<file path="config.mk">
export PLATFORM = sky130hd
export DESIGN_NAME = decoder_round_controller
export DESIGN_NICKNAME = d
export VERILOG_FILES = /design/src/rtl/decoder_round_controller_pkg.sv /design/src/rtl/decoder_round_controller_defect_scan_unit.sv /design/src/rtl/decoder_round_controller.sv
export SDC_FILE = /design/constraint.sdc
export NUM_CORES = 1
export LEC_CHECK = 0
export BUFFER_PORTS_ARGS = -buffer_cell sky130_fd_sc_hd__buf_4
export CORE_MARGIN = 8
export CORE_UTILIZATION = 40
export CTS_BUF_LIST = sky130_fd_sc_hd__clkbuf_8
export DETAILED_ROUTE_END_ITERATION = 10
export PLACE_DENSITY_LB_ADDON = 0.08
export SLEW_MARGIN = 20
export SYNTH_ARGS = -nofsm -noshare
export SYNTH_HDL_FRONTEND = slang
export SYNTH_SLANG_ARGS = --single-unit
</file>
<file path="constraint.sdc">
create_clock -name clk -period 2.8 [get_ports clk]
set_input_delay 0.56 -clock clk [delete_from_list [all_inputs] [get_ports clk]]
set_output_delay 0.56 -clock clk [all_outputs]
set_load 0.01 [all_outputs]
</file>
<file path="src/rtl/decoder_round_controller_pkg.sv">
// Shared widths and FSM state encoding for the Helios decoder round controller.
package decoder_round_controller_pkg;

    localparam int CORDINATE_WIDTH   = 3;
    localparam int MATCH_VALUE_WIDTH = 2 * CORDINATE_WIDTH;

    localparam int STATE_W = 4;
    localparam logic [STATE_W-1:0] IDLE    = 4'd0;
    localparam logic [STATE_W-1:0] LOAD    = 4'd1;
    localparam logic [STATE_W-1:0] SETTLE  = 4'd2;
    localparam logic [STATE_W-1:0] START   = 4'd3;
    localparam logic [STATE_W-1:0] OFFER   = 4'd4;
    localparam logic [STATE_W-1:0] STOP    = 4'd5;
    localparam logic [STATE_W-1:0] CAPTURE = 4'd6;
    localparam logic [STATE_W-1:0] SCAN    = 4'd7;
    localparam logic [STATE_W-1:0] DONE    = 4'd8;

endpackage

</file>
<file path="src/rtl/decoder_round_controller_defect_scan_unit.sv">
// Captures the decoder's defect mask and match buffer, then streams one
// valid/ready record per defect stabilizer in index order.
module defect_scan_unit #(
    parameter int GRID_ROWS       = 4,
    parameter int GRID_COLS       = 5,
    parameter int CORDINATE_WIDTH = 3,
    localparam int N  = GRID_ROWS * GRID_COLS,
    localparam int MW = 2 * CORDINATE_WIDTH
) (
    input  logic                       clk,
    input  logic                       reset,
    input  logic                       capture,
    input  logic                       scan_en,
    input  logic [N-1:0]               measurement_in,
    input  logic [N*MW-1:0]            match_value_in,
    input  logic                       result_ready,
    output logic                       result_valid,
    output logic [CORDINATE_WIDTH-1:0] result_y,
    output logic [CORDINATE_WIDTH-1:0] result_x,
    output logic [MW-1:0]              result_match,
    output logic                       result_last,
    output logic                       scan_done
);

    localparam int IW = (N > 1) ? $clog2(N) : 1;

    logic [N-1:0]               mask;
    logic [N*MW-1:0]            match_buf;
    logic [IW-1:0]              idx;
    logic [CORDINATE_WIDTH-1:0] row;
    logic [CORDINATE_WIDTH-1:0] col;
    logic [N-1:0]               above;
    logic                       hit;
    logic                       advance;

    // Clear defect indices fall through in a single cycle; set ones wait for the handshake.
    assign hit       = scan_en && mask[idx];
    assign advance   = scan_en && (!mask[idx] || result_ready);
    assign scan_done = advance && (idx == IW'(N - 1));

    always_comb begin
        above = '0;
        for (int i = 0; i < N; i++)
            above[i] = mask[i] && (i > int'(idx));
    end

    always_ff @(posedge clk or negedge reset) begin
        if (!reset) begin
            mask      <= '0;
            match_buf <= '0;
            idx       <= '0;
            row       <= '0;
            col       <= '0;
        end else if (capture) begin
            mask      <= measurement_in;
            match_buf <= match_value_in;
            idx       <= '0;
            row       <= '0;
            col       <= '0;
        end else if (advance && !scan_done) begin
            idx <= idx + 1'b1;
            if (col == CORDINATE_WIDTH'(GRID_COLS - 1)) begin
                col <= '0;
                row <= row + 1'b1;
            end else begin
                col <= col + 1'b1;
            end
        end
    end

    assign result_valid = hit;
    assign result_y     = row;
    assign result_x     = col;
    assign result_match = match_buf[int'(idx)*MW +: MW];
    assign result_last  = hit && (above == '0);

endmodule

</file>
<file path="src/rtl/decoder_round_controller.sv">
// Round sequencer: frame accept, measurement load, settle, offer window with
// budget/early exit, stop, capture, and per-defect result streaming.
module decoder_round_controller #(
    parameter int GRID_ROWS        = 4,
    parameter int GRID_COLS        = 5,
    parameter int CORDINATE_WIDTH  = decoder_round_controller_pkg::CORDINATE_WIDTH,
    parameter int SETTLE_CYCLES    = 100,
    parameter int OFFER_CYCLES     = 2500,
    parameter int MIN_OFFER_CYCLES = 16,
    parameter int TIMER_WIDTH      = 16,
    localparam int N  = GRID_ROWS * GRID_COLS,
    localparam int MW = 2 * CORDINATE_WIDTH
) (
    input  logic                       clk,
    input  logic                       reset,
    input  logic [N-1:0]               syndrome_in,
    input  logic                       syndrome_valid,
    output logic                       syndrome_ready,
    output logic [N-1:0]               measurement_value_out,
    output logic                       measurement_valid_out,
    output logic                       start_offer,
    output logic                       stop_offer,
    input  logic                       early_done,
    input  logic [N-1:0]               measurement_in,
    input  logic [N*MW-1:0]            match_value_in,
    output logic                       result_valid,
    input  logic                       result_ready,
    output logic [CORDINATE_WIDTH-1:0] result_y,
    output logic [CORDINATE_WIDTH-1:0] result_x,
    output logic [MW-1:0]              result_match,
    output logic                       result_last,
    output logic                       round_done,
    output logic [TIMER_WIDTH-1:0]     offer_cycles_used,
    output logic                       busy
);

    import decoder_round_controller_pkg::*;

    // Zero-length windows degrade to a single cycle.
    localparam logic [TIMER_WIDTH-1:0] SETTLE_LAST =
        TIMER_WIDTH'((SETTLE_CYCLES > 1) ? SETTLE_CYCLES - 1 : 0);
    localparam logic [TIMER_WIDTH-1:0] OFFER_LAST =
        TIMER_WIDTH'((OFFER_CYCLES > 1) ? OFFER_CYCLES - 1 : 0);
    localparam logic [TIMER_WIDTH-1:0] MIN_LAST =
        TIMER_WIDTH'((MIN_OFFER_CYCLES > 1) ? MIN_OFFER_CYCLES - 1 : 0);

    logic [STATE_W-1:0]     state;
    logic [TIMER_WIDTH-1:0] timer;
    logic                   offer_exit;
    logic                   scan_done;

    assign offer_exit = (state == OFFER) &&
                        ((timer == OFFER_LAST) || (early_done && (timer >= MIN_LAST)));

    always_ff @(posedge clk or negedge reset) begin
        if (!reset) begin
            state                 <= IDLE;
            timer                 <= '0;
            measurement_value_out <= '0;
            offer_cycles_used     <= '0;
        end else begin
            case (state)
                IDLE: if (syndrome_valid) begin
                    measurement_value_out <= syndrome_in;
                    state                 <= LOAD;
                end
                LOAD: begin
                    timer <= '0;
                    state <= SETTLE;
                end
                SETTLE: if (timer == SETTLE_LAST) state <= START;
                        else                      timer <= timer + 1'b1;
                START: begin
                    timer <= '0;
                    state <= OFFER;
                end
                OFFER: if (offer_exit) begin
                    offer_cycles_used <= timer + 1'b1;
                    state             <= STOP;
                end else begin
                    timer <= timer + 1'b1;
                end
                STOP:    state <= CAPTURE;
                CAPTURE: state <= SCAN;
                SCAN:    if (scan_done) state <= DONE;
                DONE:    state <= IDLE;
                default: state <= IDLE;
            endcase
        end
    end

    // Pulses decode straight from the state register, so reset silences them at once.
    assign syndrome_ready        = (state == IDLE);
    assign measurement_valid_out = (state == LOAD);
    assign start_offer           = (state == START);
    assign stop_offer            = (state == STOP);
    assign round_done            = (state == DONE);
    assign busy                  = (state != IDLE);

    defect_scan_unit #(
        .GRID_ROWS       (GRID_ROWS),
        .GRID_COLS       (GRID_COLS),
        .CORDINATE_WIDTH (CORDINATE_WIDTH)
    ) u_scan (
        .clk            (clk),
        .reset          (reset),
        .capture        (state == CAPTURE),
        .scan_en        (state == SCAN),
        .measurement_in (measurement_in),
        .match_value_in (match_value_in),
        .result_ready   (result_ready),
        .result_valid   (result_valid),
        .result_y       (result_y),
        .result_x       (result_x),
        .result_match   (result_match),
        .result_last    (result_last),
        .scan_done      (scan_done)
    );

endmodule

</file>
==> results.md <==
* Max-Cap Viols at 0
* FMAX at 316.8 MHz
* Number of global-route vias before repair at 8523
* Die area at 30300 µm²
* Crit Path Class: register to output port
* Cell Area, Synth at 9993 µm²
* NetSw at 5.652 mW
* Top FF cell, synth: dfrtp_1
* Nets at 1477
* CP Cell Sequence: inv_4 -> ha_4 -> inv_1 -> o21a_1 -> o32ai_1 -> and3_1 -> a41oi_2 -> a2111oi_2 -> buf_4
* Initial antenna violation count at 0
* Layout cells sized above 1 at 0.3082
* Synth Register Bits at 207
* Static Leakage at 6.619 nW
* Worst-skew pair later-pin latency at 0.53 ns
* Die Ht at 174.1 µm
* RD Place Congestion at 0.8123
* Initial core utilization at 0.4015
* Port Buf Inserts at 220
* Antenna diodes at 0
* CTS Root Cell: clkbuf_8
* Run status: finished, violations left
* Iter 0 DRT Violations at 513
* Core ar. at 24890 µm²
* Failing checks: negative setup slack
* P&R area growth vs syn at 31.15%
* YS warnings at 0
* Largest net degree at the start of global routing at 102
* Reg clk slew, reported paths at 0.06 ns
* Worst-Margin Slew at 0.8083 ns
* Number of synthesized flops with an enable pin at 0
* Finished Cell Area at 13110 µm²
* Crit-path leading delay family: compound AO/OA/AOI/OAI gates
* CP peak stage delay at 0.54 ns
* Cell variety after synth at 61
* Cts bufs inserted at 37
* Synth area leaders: dfrtp_1, nand2_1, mux4_2
* Final Hold Vio Count at 0
* Chip width at 174.1 µm
* Routed wire per std cell at 17.36 µm
* Max_slew headroom at 0.4598
* Clk_skew at 0.01689 ns
* Via density at 4.932
* Most frequent cells in the layout: nand2_1, buf_4, dfrtp_1, o21ai_0, clkbuf_8
* Post-place setup slack at 0.1259 ns
* Synth async-reset ratio at 1.000
* CTS tree: done
* P_int at 8.722 mW
* Max Root-Sink Buffers at 3
* Worst setup SP type: register
* Ports at 221
* Final WL at 28.76 mm
* Routed via count at 8173
* Commonest non-fill, non-tap cell in the layout: nand2_1
* Worst-path cell with the longest stage delay: dfrtp_4
* Synthesized netlist cell count at 1073
* Post-route clock period utilization at 1.127
* Yosys top cell by area: dfrtp_1
* CP max FO at 6
* Total Routing Usage GR at 0.1865
* Final HPWL DP at 20.85 mm
* Syn nets at 1245
* Critical Path AT at 2.60 ns
* Global-route wire length before repair at 46.02 mm
* Slew Limit Fails at 0
* 1st-pass router iterations at 5
* Number of remaining DRC errors at 0
* Grt ovf at 0
* Worst Path Required at 2.24 ns
* Final setup violation count at 8
* Crit path buf inv count at 3
* Fin worst setup slack at -0.3565 ns
* Sequential share of power at 0.350
* P per Cell Area at 1097 nW/µm²
* FP Rows at 58
* CTS sink cnt at 207
* Endpoint class of the critical path: output port
* Syn_area_per_cell at 9.313 µm²
* Post-DP Area at 12060 µm²
* Gate power share at 0.460
* Clk pwr share at 0.190
* Net switching fraction of the power at 0.3932
* Post-DRT Antenna Nets at 0
* Post-synth top area share at 0.5183
* H-tree depth at 2
* Max VDD drop at 0.5006 mV
* Final period demand of the worst path at 3.157 ns
* Unrepaired setup endpoints after global routing: yes
* Seq/Total Area, Yosys at 0.5183
* Worst Hold Class: input port to asynchronous set/reset pin
synth_stat cells (all sizes together) (2+ instances only):
cell type,number
o22ai,11
and3,5
buf,16
o21ai,51
and2,10
a2bb2oi,2
ha,7
xnor2,6
o211ai,3
nor2,21
o21a,2
mux4,28
mux2i,17
a221oi,2
nor4,2
or2,2
nand3,21
inv,16
nand2,465
o31ai,11
o41ai,3
xor2,8
or3,4
clkbuf,51
dfrtp,207
nand4,3
a31oi,7
a41oi,2
mux2,22
a21oi,27
a211oi,3
nor3,11
nand2b,7
a211o,2
a31o,2
nor2b,4
cell families after synthesis:
logic type | Yosys count | synth area share
simple gates | 560 | 0.2295
flops | 207 | 0.5183
compound gates | 135 | 0.09027
buf+inv | 83 | 0.03593
mux | 67 | 0.1049
xor+xnor | 14 | 0.01227
fa+ha+maj | 7 | 0.008764
flip-flops by register name, indices dropped and copies added (netlist names):
register               count
state                      4
measurement_value_out     20
u_scan.result_y            3
u_scan.idx                 5
u_scan.result_x            3
offer_cycles_used         16
u_scan.mask               20
timer                     16
u_scan.match_buf         120
path summary, 6_finish.rpt:
path,start,endpoint,slack [ns],cells after the start
min in group clk,match_value_in[76],u_scan.match_buf[76]$_DFFE_PN0P_,0.22,3
max in group asynchronous,reset,u_scan.idx[1]$_DFFE_PN0P_,1.99,2
worst min-delay path,reset,offer_cycles_used[10]$_DFFE_PN0P_,0.05,1
worst min register to register,u_scan.match_buf[58]$_DFFE_PN0P_,u_scan.match_buf[58]$_DFFE_PN0P_,0.47,2
worst max register to register,u_scan.idx[0]$_DFFE_PN0P_,u_scan.result_y[0]$_DFFE_PN0P_,0.25,9
worst max-delay path,u_scan.idx[0]$_DFFE_PN0P_,result_last,-0.36,9
repair_timing:
| item | 4_1_cts | 5_1_grt |
|---|---|---|
| cloned | 3 | 0 |
| hold buffers | 0 | 0 |
| setup buffers | 9 | 0 |
| endpoints found under the setup margin | 8 | 9 |
| pin swaps | 8 | 9 |
| gates resized for setup | 30 | 14 |
layout make-up:
| cell class | count | area, µm² |
|---|---|---|
| Inverter | 16 | 62.56 |
| Fill cell | 2392 | 11790 |
| Multi-Input combinational cell | 783 | 4589 |
| Timing Repair Buffer | 260 | 2151 |
| Tap cell | 330 | 412.9 |
| Sequential cell | 207 | 5186 |
| Clock inverter | 18 | 112.6 |
| Clock buffer | 43 | 591.8 |
power groups by stage:
| stage | Combinational [mW] | Sequential, mW | Clock (mW) |
|---|---|---|---|
| 6_report | 6.62 | 5.03 | 2.72 |
| 2_1_floorplan | 4.25 | 4.70 | 0 |
| 5_1_grt | 7.40 | 5.17 | 2.96 |
| 4_1_cts | 6.62 | 5.03 | 2.83 |
| 3_5_place_dp | 6.07 | 5.05 | 0 |
| 3_3_place_gp | 5.99 | 5.06 | 0 |
per-layer routing:
layer | track usage | share of wire | up-vias
li1 | - | - | 4050
met1 | 0.2280 | 0.42 | 3870
met2 | 0.3164 | 0.49 | 220
met3 | 0.05880 | 0.071 | 33
met4 | 0.04489 | 0.015 | 0
met5 | 0 | 0 | -
metrics by stage:
| step | cells | util | setup TNS, ns | power (mW) | hold WS [ns] |
|---|---|---|---|---|---|
| after global routing | 1657 | 0.5265 | -2.489 | 15.53 | 0.06519 |
| after global placement | 1584 | 0.4847 | 0 | 11.05 | 0.4537 |
| after detailed placement | 1584 | 0.4847 | 0 | 11.12 | 0.4580 |
| final | 1657 | 0.5265 | -1.733 | 14.37 | 0.04722 |
| after CTS | 1657 | 0.5244 | -2.012 | 14.48 | 0.03851 |
| after floorplan | 1073 | - | 0 | 8.948 | 0.2644 |
Note: power is estimated with default switching activity, not from simulation.
